### config.mk
export PLATFORM = sky130hd
export DESIGN_NAME = pipe_stage_reg
export DESIGN_NICKNAME = d
export VERILOG_FILES = /design/src/rtl/pipe_stage_reg.sv
export SDC_FILE = /design/constraint.sdc
export NUM_CORES = 1
export LEC_CHECK = 0
export CORE_AREA = 2 2 162 164
export DETAILED_ROUTE_END_ITERATION = 8
export DIE_AREA = 0 0 164 166
export GPL_TIMING_DRIVEN = 0
export HOLD_SLACK_MARGIN = 0.05
export SYNTH_ARGS = -nofsm -noshare
export SYNTH_HDL_FRONTEND = slang
export SYNTH_SLANG_ARGS = --single-unit
### constraint.sdc
create_clock -name clk -period 1.9 [get_ports clk]
set_clock_uncertainty 0.1 [all_clocks]
set_input_delay 0.19 -clock clk [delete_from_list [all_inputs] [get_ports clk]]
set_output_delay 0.19 -clock clk [all_outputs]
set_load 0.05 [all_outputs]
### src/rtl/pipe_stage_reg.sv
// Inter-stage pipeline register carrying PC, instruction, payload, exception code and BD flag,
// with exception-entry redirect, stall hold, bubble flush and a saturating stall counter.
module pipe_stage_reg #(
    parameter int          DW         = 128,
    parameter int          EXC_W      = 5,
    parameter logic [31:0] RESET_PC   = 32'h0000_0000,
    parameter logic [31:0] HANDLER_PC = 32'h0000_4180
) (
    input  logic             clk,
    input  logic             rst,
    input  logic             req,
    input  logic             stall,
    input  logic             flush,
    input  logic             in_valid,
    input  logic [31:0]      in_pc,
    input  logic [31:0]      in_ir,
    input  logic [DW-1:0]    in_data,
    input  logic [EXC_W-1:0] in_exc,
    input  logic             in_bd,
    output logic             out_valid,
    output logic [31:0]      out_pc,
    output logic [31:0]      out_ir,
    output logic [DW-1:0]    out_data,
    output logic [EXC_W-1:0] out_exc,
    output logic             out_bd,
    output logic [15:0]      stall_cnt
);

    logic             valid_q, valid_d;
    logic [31:0]      pc_q, pc_d;
    logic [31:0]      ir_q, ir_d;
    logic [DW-1:0]    data_q, data_d;
    logic [EXC_W-1:0] exc_q, exc_d;
    logic             bd_q, bd_d;
    logic [15:0]      stall_cnt_q, stall_cnt_d;

    always_comb begin
        valid_d     = valid_q;
        pc_d        = pc_q;
        ir_d        = ir_q;
        data_d      = data_q;
        exc_d       = exc_q;
        bd_d        = bd_q;
        stall_cnt_d = 16'd0;
        if (req) begin
            valid_d = 1'b0;
            pc_d    = HANDLER_PC;
            ir_d    = '0;
            data_d  = '0;
            exc_d   = '0;
            bd_d    = 1'b0;
        end else if (stall) begin
            stall_cnt_d = (stall_cnt_q == 16'hFFFF) ? stall_cnt_q : stall_cnt_q + 16'd1;
        end else if (flush) begin
            // PC and BD survive the bubble so an interrupt taken on it reports the right EPC
            valid_d = 1'b0;
            pc_d    = in_pc;
            ir_d    = '0;
            data_d  = '0;
            exc_d   = '0;
            bd_d    = in_bd;
        end else begin
            valid_d = in_valid;
            pc_d    = in_pc;
            ir_d    = in_ir;
            data_d  = in_data;
            exc_d   = in_valid ? in_exc : '0;
            bd_d    = in_bd;
        end
    end

    always_ff @(posedge clk) begin
        if (rst) begin
            valid_q     <= 1'b0;
            pc_q        <= RESET_PC;
            ir_q        <= '0;
            data_q      <= '0;
            exc_q       <= '0;
            bd_q        <= 1'b0;
            stall_cnt_q <= 16'd0;
        end else begin
            valid_q     <= valid_d;
            pc_q        <= pc_d;
            ir_q        <= ir_d;
            data_q      <= data_d;
            exc_q       <= exc_d;
            bd_q        <= bd_d;
            stall_cnt_q <= stall_cnt_d;
        end
    end

    assign out_valid = valid_q;
    assign out_pc    = pc_q;
    assign out_ir    = ir_q;
    assign out_data  = data_q;
    assign out_exc   = exc_q;
    assign out_bd    = bd_q;
    assign stall_cnt = stall_cnt_q;

endmodule
# [Word-level counts from Yosys, hierarchy flattened]
# Cells that the tools add are included.
# W data, S select, Z words.
[totals] register_bits=215 latch_bits=0 ramBits=0 rom_bits=0 output_inout_bits=215 wordCells=21 memories=0
[op_classes] add_sub_neg=1 n_mul=0 div=0 order_cmp=0 eq_ne=2 shifts=0 muxes=7 bitwise=1 reduce_logical=2
[ops] op="$mux W128" count=1
[ops] op="$mux W32" count=1
[ops] op="$mux W15" count=2
[ops] op="$add A16 B1 Y16 const B" count=1
[ops] op="$eq A16 B16 Y1 const B" count=1
[ops] op="$mux W5" count=2
[ops] op="$reduce_or A3 Y1" count=1
[ops] op="$ne A2 B2 Y1 const B" count=1
[ops] op="$reduce_or A2 Y1" count=1
[ops] op="$mux W1" count=1
[ops] op="$not A1 Y1" count=1

# [Longest topological paths before layout]
# Gate-level depths: netlist of run 1.
[logic_depth] depth_word=2 mapped_depth=6

# [Least setup slack after synthesis of run 1]
# Ideal clock, no wire load.
[synth_path] path_kind="flip-flop to flip-flop" from="register stall_cnt_q[0] (netlist: stall_cnt[0])" to="register stall_cnt_q[10] (netlist: stall_cnt[10])" setup_time_ns=0.116 t_arrival_ns=2.010 setup_slack_ns=-0.326 stages_incl_launch_ff=6 synth_period_minus_slack_ns=2.226 path_cell_list="dfxtp_1 > ha_1 > nand4_1 > a211oi_1 > a31oi_1 > a41o_1"
[synth_via] elab_chain_len=1
[synth_rtl] element="start: declaration" line="35" text="logic [15:0] stall_cnt_q, stall_cnt_d;"
[synth_rtl] element="start signal: assignment" line="88" text="stall_cnt_q <= stall_cnt_d;"
[synth_rtl] element="$add A16 B1 Y16 or $eq A16 B16 Y1 (tied branches)" line="53" text="stall_cnt_d = (stall_cnt_q == 16'hFFFF) ? stall_cnt_q : stall_cnt_q + 16'd1;"
# Several ways; a longest one is shown, not always the timed one.
# A chain may end at the register's enable or synchronous reset.

# [Final worst setup path of run 1]
[layout_path] from="register stall_cnt_q[4] (netlist: stall_cnt[4])" to="output stall_cnt[4]"
[layout_rtl] element="end: declaration" line="26" text="output logic [15:0] stall_cnt"
# No word-level cell between the ends.

==> summary.txt, run 1 <==
number of CTS-inserted buffers -> 25
core box area -> 0.0256 sq mm
cell area after placement -> 0.0115 sq mm
vias in the first global route -> 6238
DR vias -> 6304
Syn Area/Cell -> 12.0 sq um
Slew Limit Fails -> 0
outcome -> finished, final reports clean
Ant. Diodes -> 0
Final HPWL DP -> 18600 um
Hold Slack -> 0.153 ns
Die ar. -> 0.0272 sq mm
root buffer cell -> clkbuf_16
register area share after synthesis -> 62.2%
Worst setup EP type -> output port
critical path launch point type -> flip-flop
Hold Violations, Final -> 0
routed wire length per instance -> 17.8 um
final routed DRC violation total -> 0
Congestion Overflow GR -> 0
worst slew pin tran -> 0.588 ns
Leakage Power -> 5.80 nW
crit path cell chain -> dlygate4sd2_1
die height -> 166 um
mapped cell area -> 0.00692 sq mm
Buffers on Ports -> 418
post-placement setup slack -> -0.777 ns
max cap viols -> 0
Hold/Removal Path Class -> primary input to flip-flop
Final Critical Period -> 1.83 ns
cell area after layout -> 0.0121 sq mm
CP bufs+invs -> 1
antenna viol nets, final -> 0
FP Rows -> 59
CTS tree -> yes
Worst-path clk slew -> 0.06 ns
CTS sink count -> 215
DIE WIDTH -> 164 um
final WL -> 24500 um
Worst Path Required -> 1.61 ns
Slowest-stage cell, CP -> dlygate4sd2_1
Finished Core Util -> 47.3%
I/O pin count -> 419
Fmax -> 0.546 GHz
antenna violations before repair -> 1
kind of critical path -> flip-flop to output port
fillcell total -> 2506
Post-Syn Instances -> 575
Tcrit/Tclk final -> 96.5%
DRT Pass-1 Iters -> 4
Pwr Total -> 10.5 mW
H-tree depth -> 1
worst-case clock buffer depth -> 3
Critical Path Max Stage Delay -> 0.57 ns
# nets final -> 1229
Syn-to-layout area delta -> 75.0%
data arrival time of the worst path -> 1.54 ns
RSZ-0062 raised after global routing -> true
first-pass GRT wire length -> 36200 um
Worst-Skew Late Latency -> 0.52 ns
routability cong. -> 0.793
Synth Register Bits -> 215
CP top delay family -> buffers and inverters
Crit Path Max Fanout -> 7
largest net degree at the start of global routing -> 13
Setup WS post-layout -> 0.0673 ns
Synth cell types -> 35
share of layout cells above drive strength 1 -> 8.45%
Max VDD drop -> 0.000561 V
final setup vio count -> 0
yosys warns -> 0
net count after synthesis -> 780
vias per inst -> 4.58
pwr/cell area -> 864 mW/mm^2
Iteration-0 DRC Markers -> 210
initial core utilization -> 27.0%
Global Route Usage Sum -> 17.0%
Worst slew margin -> 60.9%
==> report_power, final <==
| group | switching (mW) | internal (mW) |
|---|---|---|
| Clock | 1.86 | 2.78 |
| Sequential | 0.0491 | 4.61 |
| Combinational | 0.613 | 0.554 |
| Total | 2.52 | 7.95 |
==> sequential cells by signal, indices dropped and copies added (netlist names) <==
signal and cells:
out_pc 32, out_bd 1, out_exc 5, out_valid 1
out_data 128, out_ir 32, stall_cnt 16
==> cell usage in the layout, fill, tap and decap left out, drive strengths merged, types with 4 or more instances in the layout <==
cell / n
a211oi: 6
dlygate4sd2: 214
nand4: 6
mux2i: 32
dfxtp: 215
clkdlybuf4s50: 203
a21oi: 5
nand2: 8
a31oi: 5
clkbuf: 60
nor3: 4
o21ai: 5
nand3: 5
buf: 29
nor2: 45
a22o: 165
==> synth_stat cells (all sizes together) <==
cell type  count  area, sq um
a211oi         6         45.0
a21o           1         7.51
a21oi          5         25.0
a22o         165         1450
a31o           2         17.5
a31oi          5         31.3
a41o           2         20.0
and2           1         6.26
and3           2         12.5
and4           3         26.3
buf           27          135
clkbuf        20         75.1
dfxtp        215         4300
ha             1         12.5
inv            1         3.75
mux2i         32          320
nand2          8         30.0
nand3          5         25.0
nand4          6         37.5
nor2          45          169
nor2b          3         18.8
nor3           4         36.3
nor3b          1         7.51
nor4           3         33.8
o21a           1         7.51
o21ai          5         25.0
or2            1         6.26
or3            2         12.5
xnor2          2         17.5
xor2           1         8.76
==> cells by family after synthesis <==
| logic type | after synthesis | share of synthesized area (%) |
|---|---|---|
| XOR/XNOR | 3 | 0.380 |
| AND/OR/NAND/NOR | 84 | 6.09 |
| adder cells (fa/ha/maj) | 1 | 0.181 |
| AO/OA/AOI/OAI | 192 | 23.5 |
| buffers and inverters | 48 | 3.09 |
| flip-flops | 215 | 62.2 |
| multiplexers | 32 | 4.63 |
==> metal layers <==
metal / vias to the layer above / wire length (um) / track usage, %
li1: 3064 / - / -
met1: 2929 / 9700 / 19.3
met2: 272 / 11900 / 30.1
met3: 39 / 2230 / 5.24
met4: 0 / 654 / 5.42
met5: - / 0 / 0
==> stage by stage <==
step	setup TNS [ns]	std cells
floorplan	0	575
global placement	-89.11	1328
detailed placement	-98.88	1328
CTS	0	1373
global route	-0.0123	1376
finish	0	1376
==> layout make-up <==
cell class | instances | area, sq um | share of cell area (%)
plain buffers | 47 | 221 | 1.83
repair buffers | 422 | 3950 | 32.6
multi-input cells | 312 | 2420 | 19.9
clock inverters | 6 | 61.3 | 0.506
inverters | 1 | 3.75 | 0.0310
clock buffers | 38 | 734 | 6.06
well taps | 335 | 419 | 3.46
flip-flops and latches | 215 | 4320 | 35.6
==> worst paths after layout <==
kind,from,slack [ns],to,cells after the start
setup / recovery,stall_cnt[4],0.07,stall_cnt[4],1
hold reg to reg,out_valid,0.36,out_valid,1
setup reg to reg,stall_cnt[8],0.11,stall_cnt[1],6
hold / removal,in_data[18],0.15,out_data[18],2
==> what timing repair did <==
action | in CTS | in global routing
hold endpoints to repair | 0 | 0
endpoints found under the setup margin | 315 | 38
resized for setup | 220 | 6
setup buffers | 1 | 3
pin swaps | 1 | 3
hold buffers | 0 | 0
No activity file was read; power rests on OpenSTA's default activity.
==> inputs of run 2 (changes only) <==
- CORE_AREA: 2 2 162 164 -> 2 2 161 163
- DIE_AREA: 0 0 164 166 -> 0 0 163 165
- clock period: 1.9 -> 2.2 ns (I/O delays scaled with it)
==> run 2 against run 1 <==
Worst setup slack improved by 0.014 ns. Critical path depth did not move. Global-route usage rose by 0.35 points. Worst hold slack improved by 0.045 ns. Clock power fell by 6.7%. Cell area rose by 2.4%. Largest cell class is now buffers. Sequential share of layout area fell by 0.90 points. Utilization rose by 2.2 points. Register-to-register slack improved by 0.17 ns. Via count barely moved. Cell count fell by 0.58%.
==> summary.txt, run 2 (same netlist as run 1, synthesis figures left out) <==
outcome -> finished, final reports clean
Final HPWL DP -> 18900 um (+1.2%)
Global Route Usage Sum -> 17.4% (+0.35 points)
WHS Path Cells -> 2 (unchanged)
CP top delay family -> buffers and inverters
vias per inst -> 4.60 (+0.51%)
initial core utilization -> 27.7% (+0.63 points)
critical path launch point type -> flip-flop
Iteration-0 DRC Markers -> 222 (+5.7%)
H-tree depth -> 1 (unchanged)
first-pass GRT wire length -> 36400 um (+0.40%)
Slew Limit Fails -> 0 (unchanged)
max cap viols -> 0 (unchanged)
CP bufs+invs -> 1 (unchanged)
Hold Path Origin -> in_data[50]
Worst Path Required -> 1.88 ns (+0.27 ns)
max reg flops -> 128 (unchanged)
Buffers on Ports -> 418 (unchanged)
R2R Setup Slk -> 0.28 ns (+0.17 ns)
DIE WIDTH -> 163 um (-0.61%)
Ant. Diodes -> 0 (unchanged)
antenna viol nets, final -> 0 (unchanged)
Setup WS post-layout -> 0.0813 ns (+0.0140 ns)
Max VDD drop -> 0.000453 V (-19%)
vias in the first global route -> 6259 (+0.34%)
Hold Violations, Final -> 0 (unchanged)
number of CTS-inserted buffers -> 25 (unchanged)
root buffer cell -> clkbuf_16
post-route insts no fill -> 1368 (-0.58%)
Worst-Skew Late Latency -> 0.50 ns (-0.02 ns)
final routed DRC violation total -> 0 (unchanged)
Congestion Overflow GR -> 0 (unchanged)
final setup vio count -> 0 (unchanged)
die height -> 165 um (-0.60%)
dpl cells -> 1323 (-0.38%)
Worst slew margin -> 59.0% (-1.9 points)
Reg-to-Reg End -> stall_cnt[1]
Die ar. -> 0.0269 sq mm (-1.2%)
CTS tree -> yes
RSZ-0062 raised after global routing -> false
R2R Path Start -> stall_cnt[0]
commonest non-fill, non-tap cells in the layout -> 413 x clkdlybuf4s50_1, 213 x dfxtp_1, 165 x a22o_1, 45 x nor2_1, 32 x mux2i_1
Worst-path clk slew -> 0.06 ns (about the same)
Slowest-stage cell, CP -> clkdlybuf4s50_1
crit path cell chain -> clkdlybuf4s50_1
Crit Path Max Fanout -> 7 (unchanged)
post-CTS setup buffer count -> 0 (-1)
routability cong. -> 0.777 (-1.9%)
Fmax -> 0.472 GHz
DRT Pass-1 Iters -> 4 (unchanged)
fillcell total -> 2319 (-7.5%)
Final Critical Period -> 2.12 ns
Worst setup EP type -> output port
final WL -> 24800 um (+1.1%)
FP Rows -> 58 (-1.7%)
worst-case clock buffer depth -> 3 (unchanged)
Syn-to-layout area delta -> 79.2%
largest net degree at the start of global routing -> 15 (+2)
CTS sink count -> 215 (unchanged)
post-placement setup slack -> -0.302 ns (+0.475 ns)
core box area -> 0.0250 sq mm (-2.3%)
Leakage Power -> 4.87 nW (-16%)
WHS Endpoint -> out_data[50]
worst reg2reg path depth -> 5 (-1)
Finished Core Util -> 49.6% (+2.2 points)
data arrival time of the worst path -> 1.80 ns (+0.26 ns)
Critical Path Max Stage Delay -> 0.86 ns (+0.29 ns)
kind of critical path -> flip-flop to output port
worst slew pin tran -> 0.612 ns (+0.0243 ns)
pwr/cell area -> 759 mW/mm^2 (-12%)
routed wire length per instance -> 18.1 um (+1.7%)
# nets final -> 1225 (-0.33%)
Tcrit/Tclk final -> 96.3%
antenna violations before repair -> 0 (-1)
Post-CTS Hold Buffers -> 0 (unchanged)
I/O pin count -> 419 (unchanged)
Pwr Total -> 9.42 mW (-10%)
commonest non-fill, non-tap cell in the layout -> clkdlybuf4s50_1
DR vias -> 6299 (-0.079%)
share of layout cells above drive strength 1 -> 7.03% (-1.4 points)
Sum Neg Setup Slack -> 0 ns (unchanged)
Hold/Removal Path Class -> primary input to flip-flop
==> run 2: per-layer routing <==
metal / vias up / share of wire (%) / wire length, um / GRT usage (%)
met5: - / 0 / 0 / 0
met4: 0 / 2.0 / 490 / 4.71
met3: 35 / 8.4 / 2080 / 5.10
met2: 263 / 50 / 12300 / 30.8
met1: 2940 / 40 / 9900 / 20.4
li1: 3061 / - / - / -
==> run 2: stage by stage <==
step                instance area (sq um)  hold WS, ns
detailed placement                  11500        0.342
finish                              12400        0.197
global placement                    11500        0.336
CTS                                 12400        0.174
floorplan                            6930        0.192
global route                        12400        0.188
==> run 2: worst max path at each step <==
stage / startpoint / endpoint / slack, ns / cells past startpoint
2_1_floorplan: stall_cnt[2] / stall_cnt[10] / 0.16 / 4
3_3_place_gp: stall / out_data[101] / -0.29 / 6
3_5_place_dp: stall / out_ir[5] / -0.30 / 6
4_1_cts: stall_cnt[2] / stall_cnt[2] / 0.02 / 1
5_1_grt: stall_cnt[5] / stall_cnt[5] / 0.003 / 1
6_report: stall_cnt[5] / stall_cnt[5] / 0.08 / 1
==> run 2: what timing repair did <==
item / CTS / global route
setup endpoints to repair: 0 / 6
endpoints found under the hold margin: 0 / 0
gates resized for setup: 0 / 6
==> run 2: area by class of cell <==
| cell class | instances | area, sq um | share of cell area (%) |
|---|---|---|---|
| timing repair buffer | 418 | 4200 | 33.8 |
| multi-input combinational | 312 | 2410 | 19.4 |
| clock buffer | 34 | 699 | 5.64 |
| tap | 330 | 413 | 3.33 |
| sequential | 215 | 4310 | 34.7 |
| clock inverter | 11 | 166 | 1.34 |
| inverter | 1 | 3.75 | 0.0303 |
| buffer | 47 | 210 | 1.69 |
==> run 2: report_power, final <==
| part | internal (mW) | leakage (nW) | switching [mW] |
|---|---|---|---|
| Clock | 2.70 | 0.416 | 1.63 |
| Combinational | 0.534 | 2.71 | 0.530 |
| Sequential | 3.98 | 1.74 | 0.0458 |
